--- src/rtl/enemy_stomp_scheduler.sv ---
// -----------------------------------------------------------------------------
// enemy_stomp_scheduler
//
// Purpose:
//   Collects per-frame collisions between the player sprite and N enemy
//   head-up boxes. A box is an enemy's drawingRequest-only bracket above its
//   head. At each frame boundary the collected hits are merged into a pending
//   set. The pending hits are then served one at a time, in round-robin order,
//   to the game-logic kill path. The block also keeps the saturating score and
//   produces the player's bounce pulse when a batch of served stomps finishes.
//
// Optional feature macro: STOMP_COMBO_EN
//   defined   : the k-th stomp served in one batch scores
//               POINTS_PER_STOMP << min(k-1,3)
//   undefined : every served stomp scores POINTS_PER_STOMP
//
// Ports:
//   clk            in   1                  system clock
//   resetN         in   1                  asynchronous active-low reset
//   startOfFrame   in   1                  1-cycle pulse at frame start
//   headDrawReq    in   N_ENEMIES          head-box drawingRequest per enemy
//   playerDrawReq  in   1                  player sprite drawingRequest
//   playerFalling  in   1                  player moving down
//   stompAck       in   1                  game logic accepted current stomp
//   stompReq       out  1                  stomp request valid
//   stompIdx       out  clog2(N_ENEMIES)   enemy index of current request
//   bouncePulse    out  1                  batch done with >=1 served stomp
//   timeoutErr     out  1                  request dropped on ack timeout
//   score          out  16                 accumulated score, saturating
// -----------------------------------------------------------------------------
module enemy_stomp_scheduler #(
  parameter int N_ENEMIES        = 4,
  parameter int POINTS_PER_STOMP = 10,
  parameter int ACK_TIMEOUT      = 255
) (
  input  logic                         clk,
  input  logic                         resetN,
  input  logic                         startOfFrame,
  input  logic [N_ENEMIES-1:0]         headDrawReq,
  input  logic                         playerDrawReq,
  input  logic                         playerFalling,
  input  logic                         stompAck,
  output logic                         stompReq,
  output logic [$clog2(N_ENEMIES)-1:0] stompIdx,
  output logic                         bouncePulse,
  output logic                         timeoutErr,
  output logic [15:0]                  score
);

  localparam int IDX_W = $clog2(N_ENEMIES);
  localparam int TO_W  = $clog2(ACK_TIMEOUT + 1);

  typedef enum logic [1:0] {
    S_IDLE   = 2'd0,
    S_SELECT = 2'd1,
    S_REQ    = 2'd2
  } state_t;

  state_t               r_state;
  state_t               w_state_nxt;

  logic [N_ENEMIES-1:0] r_hit_sticky;
  logic [N_ENEMIES-1:0] r_pending;
  logic [IDX_W-1:0]     r_rr_ptr;
  logic [3:0]           r_batch_cnt;
  logic [TO_W-1:0]      r_to_cnt;
  logic                 r_stomp_req;
  logic [IDX_W-1:0]     r_stomp_idx;
  logic                 r_bounce;
  logic                 r_timeout;
  logic [15:0]          r_score;

  logic [N_ENEMIES-1:0] w_new_hits;
  logic                 w_sel_found;
  logic [IDX_W-1:0]     w_sel_idx;
  logic [IDX_W:0]       w_cand;
  logic                 w_ack_take;
  logic                 w_to_fire;
  logic                 w_serve_done;
  logic                 w_batch_end;
  logic [N_ENEMIES-1:0] w_clear_mask;
  logic [N_ENEMIES-1:0] w_pending_nxt;
  logic [N_ENEMIES-1:0] w_hit_sticky_nxt;
  logic [IDX_W-1:0]     w_rr_nxt;
  logic [16:0]          w_points;
  logic [16:0]          w_score_sum;
  logic [15:0]          w_score_nxt;
  logic [1:0]           w_combo_shift;

  // A stomp only counts while the player is moving down onto the head box.
  assign w_new_hits = headDrawReq & {N_ENEMIES{playerDrawReq & playerFalling}};

  // Round-robin pick: first pending bit at or after r_rr_ptr, wrapping.
  always_comb begin
    w_sel_found = 1'b0;
    w_sel_idx   = {IDX_W{1'b0}};
    w_cand      = {(IDX_W+1){1'b0}};
    for (int k = 0; k < N_ENEMIES; k++) begin
      w_cand = {1'b0, r_rr_ptr} + (IDX_W+1)'(k);
      if (w_cand >= (IDX_W+1)'(N_ENEMIES)) begin
        w_cand = w_cand - (IDX_W+1)'(N_ENEMIES);
      end else begin
        w_cand = w_cand;
      end
      if (!w_sel_found && r_pending[w_cand[IDX_W-1:0]]) begin
        w_sel_found = 1'b1;
        w_sel_idx   = w_cand[IDX_W-1:0];
      end else begin
        w_sel_found = w_sel_found;
      end
    end
  end

  // Next-state and per-state decisions; ack has priority over timeout.
  always_comb begin
    w_state_nxt = r_state;
    w_ack_take  = 1'b0;
    w_to_fire   = 1'b0;
    w_batch_end = 1'b0;
    case (r_state)
      S_IDLE: begin
        if (|r_pending) begin
          w_state_nxt = S_SELECT;
        end else begin
          w_state_nxt = S_IDLE;
        end
      end
      S_SELECT: begin
        if (w_sel_found) begin
          w_state_nxt = S_REQ;
        end else begin
          w_state_nxt = S_IDLE;
          w_batch_end = 1'b1;
        end
      end
      S_REQ: begin
        if (stompAck) begin
          w_ack_take  = 1'b1;
          w_state_nxt = S_SELECT;
        end else if (r_to_cnt == TO_W'(ACK_TIMEOUT - 1)) begin
          w_to_fire   = 1'b1;
          w_state_nxt = S_SELECT;
        end else begin
          w_state_nxt = S_REQ;
        end
      end
      default: begin
        w_state_nxt = S_IDLE;
      end
    endcase
  end

  assign w_serve_done = w_ack_take | w_to_fire;

  // Pending/capture updates; new hits seen on the frame-boundary cycle belong to the new frame.
  always_comb begin
    w_clear_mask = {N_ENEMIES{1'b0}};
    if (w_serve_done) begin
      w_clear_mask[r_stomp_idx] = 1'b1;
    end else begin
      w_clear_mask = {N_ENEMIES{1'b0}};
    end
    if (startOfFrame) begin
      w_pending_nxt    = (r_pending & ~w_clear_mask) | r_hit_sticky;
      w_hit_sticky_nxt = w_new_hits;
    end else begin
      w_pending_nxt    = r_pending & ~w_clear_mask;
      w_hit_sticky_nxt = r_hit_sticky | w_new_hits;
    end
  end

  // Pointer moves just past the enemy that was served or dropped.
  always_comb begin
    if (r_stomp_idx == IDX_W'(N_ENEMIES - 1)) begin
      w_rr_nxt = {IDX_W{1'b0}};
    end else begin
      w_rr_nxt = r_stomp_idx + IDX_W'(1);
    end
  end

  // Points for the stomp being acked, then saturating score add.
  always_comb begin
`ifdef STOMP_COMBO_EN
    if (r_batch_cnt > 4'd3) begin
      w_combo_shift = 2'd3;
    end else begin
      w_combo_shift = r_batch_cnt[1:0];
    end
`else
    w_combo_shift = 2'd0;
`endif
    w_points    = 17'(POINTS_PER_STOMP) << w_combo_shift;
    w_score_sum = {1'b0, r_score} + w_points;
    if (w_score_sum[16]) begin
      w_score_nxt = 16'hFFFF;
    end else begin
      w_score_nxt = w_score_sum[15:0];
    end
  end

  // FSM state register.
  always_ff @(posedge clk or negedge resetN) begin
    if (!resetN) begin
      r_state <= S_IDLE;
    end else begin
      r_state <= w_state_nxt;
    end
  end

  // Capture, pending, pointer, batch and timeout bookkeeping.
  always_ff @(posedge clk or negedge resetN) begin
    if (!resetN) begin
      r_hit_sticky <= {N_ENEMIES{1'b0}};
      r_pending    <= {N_ENEMIES{1'b0}};
      r_rr_ptr     <= {IDX_W{1'b0}};
      r_batch_cnt  <= 4'd0;
      r_to_cnt     <= {TO_W{1'b0}};
    end else begin
      r_hit_sticky <= w_hit_sticky_nxt;
      r_pending    <= w_pending_nxt;
      if (w_serve_done) begin
        r_rr_ptr <= w_rr_nxt;
      end else begin
        r_rr_ptr <= r_rr_ptr;
      end
      // A new frame resets the batch only when no batch is in flight.
      if (w_batch_end) begin
        r_batch_cnt <= 4'd0;
      end else if (startOfFrame && (r_state == S_IDLE)) begin
        r_batch_cnt <= 4'd0;
      end else if (w_ack_take && (r_batch_cnt != 4'd15)) begin
        r_batch_cnt <= r_batch_cnt + 4'd1;
      end else begin
        r_batch_cnt <= r_batch_cnt;
      end
      // Counts REQ cycles; restarts at zero on every entry to REQ.
      if ((r_state == S_REQ) && (w_state_nxt == S_REQ)) begin
        r_to_cnt <= r_to_cnt + TO_W'(1);
      end else begin
        r_to_cnt <= {TO_W{1'b0}};
      end
    end
  end

  // Registered outputs.
  always_ff @(posedge clk or negedge resetN) begin
    if (!resetN) begin
      r_stomp_req <= 1'b0;
      r_stomp_idx <= {IDX_W{1'b0}};
      r_bounce    <= 1'b0;
      r_timeout   <= 1'b0;
      r_score     <= 16'd0;
    end else begin
      r_stomp_req <= (w_state_nxt == S_REQ);
      if ((r_state == S_SELECT) && w_sel_found) begin
        r_stomp_idx <= w_sel_idx;
      end else begin
        r_stomp_idx <= r_stomp_idx;
      end
      r_bounce  <= w_batch_end && (r_batch_cnt != 4'd0);
      r_timeout <= w_to_fire;
      if (w_ack_take) begin
        r_score <= w_score_nxt;
      end else begin
        r_score <= r_score;
      end
    end
  end

  assign stompReq    = r_stomp_req;
  assign stompIdx    = r_stomp_idx;
  assign bouncePulse = r_bounce;
  assign timeoutErr  = r_timeout;
  assign score       = r_score;

endmodule

--- config.mk ---
export PLATFORM = sky130hd
export DESIGN_NAME = enemy_stomp_scheduler
export DESIGN_NICKNAME = d
export VERILOG_FILES = /design/src/rtl/enemy_stomp_scheduler.sv
export SDC_FILE = /design/constraint.sdc
export NUM_CORES = 1
export LEC_CHECK = 0
export CAP_MARGIN = 20
export CORE_UTILIZATION = 49
export DETAILED_ROUTE_END_ITERATION = 10
export HOLD_SLACK_MARGIN = 0.08
export PLACE_DENSITY = 0.74
export SYNTH_ARGS = -nofsm -noshare
export SYNTH_HDL_FRONTEND = slang
export SYNTH_SLANG_ARGS = --single-unit
--- constraint.sdc ---
create_clock -name clk -period 1.4 [get_ports clk]
set_input_delay 0.14 -clock clk [delete_from_list [all_inputs] [get_ports clk]]
set_output_delay 0.14 -clock clk [all_outputs]
set_load 0.05 [all_outputs]
## Word level (Yosys, flattened, before mapping)

Cells that the tools add are included.
Widths: inputs -> output; s select.

| word-level totals | value |
|---|---|
| flip-flop bits (word level) | 45 |
| logic and storage cells | 104 |

| cells by class | value |
|---|---|
| add/sub/neg operators | 11 |
| magnitude comparators | 10 |
| eq/ne operators | 6 |
| multiplexer cells | 43 |
| bitwise gates (word level) | 7 |
| reduce and logical (&&, ||, !) cells | 16 |

Operator list:

| kind | count |
|---|---|
| $mux 2 | 12 |
| $mux 4 | 6 |
| $add 16x4->17 const B | 1 |
| $mux 1 | 17 |
| $mux 16 | 1 |
| $lt 2x3->1 const B | 5 |
| $ge 3x3->1 const B | 3 |
| $logic_and 1x1->1 | 9 |
| $add 8x1->8 const B | 1 |
| $and 4x4->4 | 2 |
| $bmux 1 s2 | 4 |
| $eq 8x8->1 const B | 1 |
| $mux 8 | 1 |
| $or 4x4->4 | 2 |
| $sub 2x1->2 const B | 4 |
| $add 2x2->3 const B | 2 |
| $eq 2x2->1 const B | 3 |
| $pmux 2 s3 | 1 |
| $add 4x1->4 const B | 1 |
| $ne 4x4->1 const B | 1 |
| $not 4->4 | 1 |
| $reduce_bool 4->1 | 1 |
| $reduce_or 4->1 | 1 |
| $add 2x1->3 const B | 1 |
| 10 further kinds | 12 |

## Depth between registers and ports, before layout

| depth | value |
|---|---|
| depth after elaboration | 19 |
| mapped depth | 5 |
| gate-level depth less buffers | 5 |

## Least setup slack after synthesis

Ideal clock, no wire load.

| timing | value |
|---|---|
| path type | flip-flop to flip-flop |
| from | register r_score[1], in the netlist score[1] |
| to | register r_score[15], in the netlist score[15] |
| setup time | 0.069 ns |
| data arrival time | 1.791 ns |
| data required time | 1.331 ns |
| setup slack | -0.460 ns |
| cell stages (with the launch flop) | 6 |
| buffers on the path | 0 |
| clock period less this slack | 1.860 ns |
| path through | dfrtp_1 ha_1 o211ai_1 or2_4 or4_1 nand3_1 |

| between the ends | value |
|---|---|
| word-level cells in the longest chain between the ends | 2 |

Ends and longest elaborated chain:

| item | RTL line | source |
|---|---|---|
| start: declaration | 71 | `logic [15:0] r_score;` |
| start signal: assignment | 263 | `r_score <= w_score_nxt;` |
| start signal: assignment | 265 | `r_score <= r_score;` |
| $add 16x4->17 | 193 | `w_score_sum = {1'b0, r_score} + w_points;` |
| $mux 16 | 194 | `if (w_score_sum[16]) begin` |

Every way passes these cells.
A chain may end at the register's enable or synchronous reset.

## Final worst setup path

| timing | value |
|---|---|
| from | register r_pending[0] |
| to | register r_stomp_idx[1], in the netlist stompIdx[1] |

| between the ends | value |
|---|---|
| word-level cells in the longest chain between the ends | 13 |
| elaborated cells between the ends (all ways) | 23 |

Ends and longest elaborated chain:

| item | RTL line | source |
|---|---|---|
| start: declaration | 63 | `logic [N_ENEMIES-1:0] r_pending;` |
| start signal: assignment | 214 | `r_pending <= {N_ENEMIES{1'b0}};` |
| start signal: assignment | 220 | `r_pending <= w_pending_nxt;` |
| $bmux 1 s2 | 105 | `if (!w_sel_found && r_pending[w_cand[IDX_W-1:0]]) begin` |
| $mux 1 (implied by the code) | 105 |  |
| $mux 1 | 105 |  |
| $logic_not 1->1 | 105 |  |
| $logic_and 1x1->1 | 105 |  |
| $mux 1 | 105 |  |
| $logic_not 1->1 | 105 |  |
| $logic_and 1x1->1 | 105 |  |
| $mux 1 | 105 |  |
| $logic_not 1->1 | 105 |  |
| $logic_and 1x1->1 | 105 |  |
| $mux 1 | 105 |  |
| $logic_and 1x1->1 | 255 | `if ((r_state == S_SELECT) && w_sel_found) begin` |
| end signal: assignment | 249 | `r_stomp_idx <= {IDX_W{1'b0}};` |
| end signal: assignment | 256 | `r_stomp_idx <= w_sel_idx;` |
| end signal: assignment | 258 | `r_stomp_idx <= r_stomp_idx;` |
| end: declaration | 68 | `logic [IDX_W-1:0] r_stomp_idx;` |

Parallel ways exist; a longest one is shown, timed or not. The select of a mux whose other input is x is not followed.

==> flow_summary.toml <==
[outcome]
status = "complete, but fails checks"
violations = "negative setup slack"

[routing]
drt_iter0_drc = 166
detail_route.wirelength_um = 5950
wl_met1_um = 2420
highest-signal-layer = "met4"
ant_nets = 0
dr_wl_met2_um = 3150
wl_per_cell_um = 16.3
remaining_drc_errors = 0
met3WireLength_um = 199
firstDrtPassIters = 4
viasPerCell = 5.65
dr_total_vias = 2064

[finish]
final_cells = 365
final_util_pct = 82.4
drive_gt1_share_pct = 47.9
fin_nets = 331
register_area_sq_mm = 0.00115
areaGrowthSynthToFinish_pct = 62.2
n_fill_cell = 221
antenna_cells = 0
multiInputGateArea_sq_mm = 0.00126

[die]
die_h_um = 69.2
fp.coreArea_sq_mm = 0.00435
initial_core_util_pct = 50.8
die_area_sq_mm = 0.00479
num_rows = 24
die_x_um = 69.2
ios = 31

[setup_path]
startpoint_type = "register"
critPathKind = "reg -> reg"
endpoint_kind = "register"
cp.arrival_ns = 1.82
rr_worst_depth = 5
crit_start = "r_pending[0]$_DFF_PN0_"
critPathMaxFanout = 6
required_ns = 1.63
r2r-start = "r_pending[0]$_DFF_PN0_"

[grt]
grt_use_total_pct = 23.9
grt_overflow_total = 0
grt_antenna_before_repair = 0
grt_pass1_wl_um = 9160
grt_max_degree = 46
grt_pass1_vias = 2005

[run]
max-cap-violations = 0

[synth]
ys_ff_latch = 45
synth-edff-count = 0
yosys_warnings = 0
ys_async_sr_fraction_pct = 100
ys_seq_area_share_pct = 50.9
netlist_area_sq_mm = 0.00221
synth_fp_nets = 237
synth_cell_types = 43
postSynthCellCount = 218
synth_ff_type = "dfrtp_1"
synth.avg_cell_area_sq_um = 10.2

[sta]
maxSlewHeadroom_pct = 76.2
period_minus_slack_ns = 1.59
rsz0062_at_grt = "true"
worstMarginPinSlew_ns = 0.354
fin_skew_ns = 0.0122
setup_viol = 26
timing.fmax_ghz = 0.628
slew_viol_final = 0
hold_slack_ns = 0.333
setup_slack_ns = -0.193
min_period_over_period_pct = 114
hold_viol_final = 0

[place]
portBuffers = 30
place_hpwl_um = 3610
post-place-cells = 344
place_congestion = 0.801

[cts]
cts_root_buf = "clkbuf_8"
cts_buffer_depth = 2
cts.htree.levels = 2
numCtsBuffers = 5
path_clk_slew_ns = 0.09
cts_tree = "built"
insertion_delay_ns = 0.31
cts_sinks = 45

[min_path]
hp-class = "in -> async"

[power]
power_uw = 6270
p_leak_uw = 0.00166
p_per_area_mw_per_mm2 = 1750
max-vdd-ir-drop_uv = 1100
-- cell usage in the layout, fill, tap and decap left out, drive strengths merged, types with 2 or more instances in the layout --
cell type	n
nor2b	3
o21ai	6
nand2b	2
and3	2
clkdlybuf4s50	7
o211ai	2
inv	9
xnor2	8
o41ai	2
buf	82
nand2	21
a31oi	4
a21oi	16
nand4	4
or4	2
dfrtp	45
nor3	5
and4	2
a32o	4
mux2	3
clkbuf	7
nand3b	2
xor2	9
nor2	23
nand3	13
nor4	2
ha	9
-- layout make-up --
class / count / area share (%)
multi-input cells: 160 / 35.2
flip-flops and latches: 45 / 31.9
repair buffers: 91 / 26.9
clock buffers: 7 / 2.41
well taps: 52 / 1.81
inverters: 9 / 0.941
clock inverters: 1 / 0.837
-- logic make-up after synthesis --
| family | count (synthesis) | synth area share, % |
|---|---|---|
| AND/OR/NAND/NOR | 89 | 21.2 |
| flip-flops | 45 | 50.9 |
| AO/OA/AOI/OAI | 41 | 11.9 |
| XOR/XNOR | 17 | 6.73 |
| buffers and inverters | 13 | 2.26 |
| adder cells (fa/ha/maj) | 9 | 5.09 |
| multiplexers | 4 | 1.98 |
-- per-layer routing --
layer / GRT usage [%] / vias to the layer above
met5: 0 / -
li1: - / 959
met4: 7.94 / 0
met2: 41.7 / 71
met3: 4.80 / 20
met1: 29.6 / 1014
-- state kept, by name, indices dropped and copies added, names as in the netlist, 2 cells and up --
signal,flops
stompIdx,2
r_pending,4
r_batch_cnt,4
r_to_cnt,8
score,16
r_state,2
r_rr_ptr,2
r_hit_sticky,4
-- worst paths after layout --
check                                     endpoint  slack (ns)
min reg2reg                   score[0]$_DFFE_PN0P_        0.50
min in group clk              timeoutErr$_DFF_PN0_        0.43
min                           score[8]$_DFFE_PN0P_        0.33
max                        stompIdx[1]$_DFFE_PN0P_       -0.19
max reg2reg                stompIdx[1]$_DFFE_PN0P_       -0.19
max in group asynchronous  stompIdx[0]$_DFFE_PN0P_        0.84
-- through the flow --
stage	setup TNS (ns)	instance area [sq um]	setup slack, ns
floorplan	-1.76	2270	-0.236
global placement	-3.87	3150	-0.321
detailed placement	-4.99	3150	-0.386
CTS	-1.73	3400	-0.161
global route	-3.30	3590	-0.263
finish	-2.05	3590	-0.193
-- what timing repair did --
item                                    CTS  global route
endpoints found under the setup margin   26            35
pin swaps                                16            12
hold buffers                              1             0
setup buffers                             4             7
gates cloned                              1             0
resized for setup                        26            30
hold endpoints to repair                 45             0
-- synth_stat cells (all sizes together) (4+ instances only) --
library cell | n | area share (%)
xnor2 | 8 | 3.2
a32o | 4 | 1.8
a31oi | 4 | 1.1
a21oi | 16 | 3.6
nor2 | 23 | 3.9
inv | 9 | 1.5
dfrtp | 45 | 51
nand4 | 4 | 1.1
nand2 | 21 | 3.6
nor3 | 5 | 1.1
nand3 | 13 | 2.9
ha | 9 | 5.1
o21ai | 6 | 1.4
xor2 | 9 | 3.6
-- worst max-delay path, cell delays in order (launching register included) --
cell,delay [ns]
dfrtp_1,0.38
or4_4,0.57
buf_6,0.14
nand3b_1,0.25
nand2_1,0.08
o21ai_1,0.09
-- power breakdown --
part	total, uW	switching, uW	internal (uW)
clock network	1030	450	582
registers	1940	335	1610
logic	3290	1680	1610
Note: power is estimated with default switching activity, not from simulation.
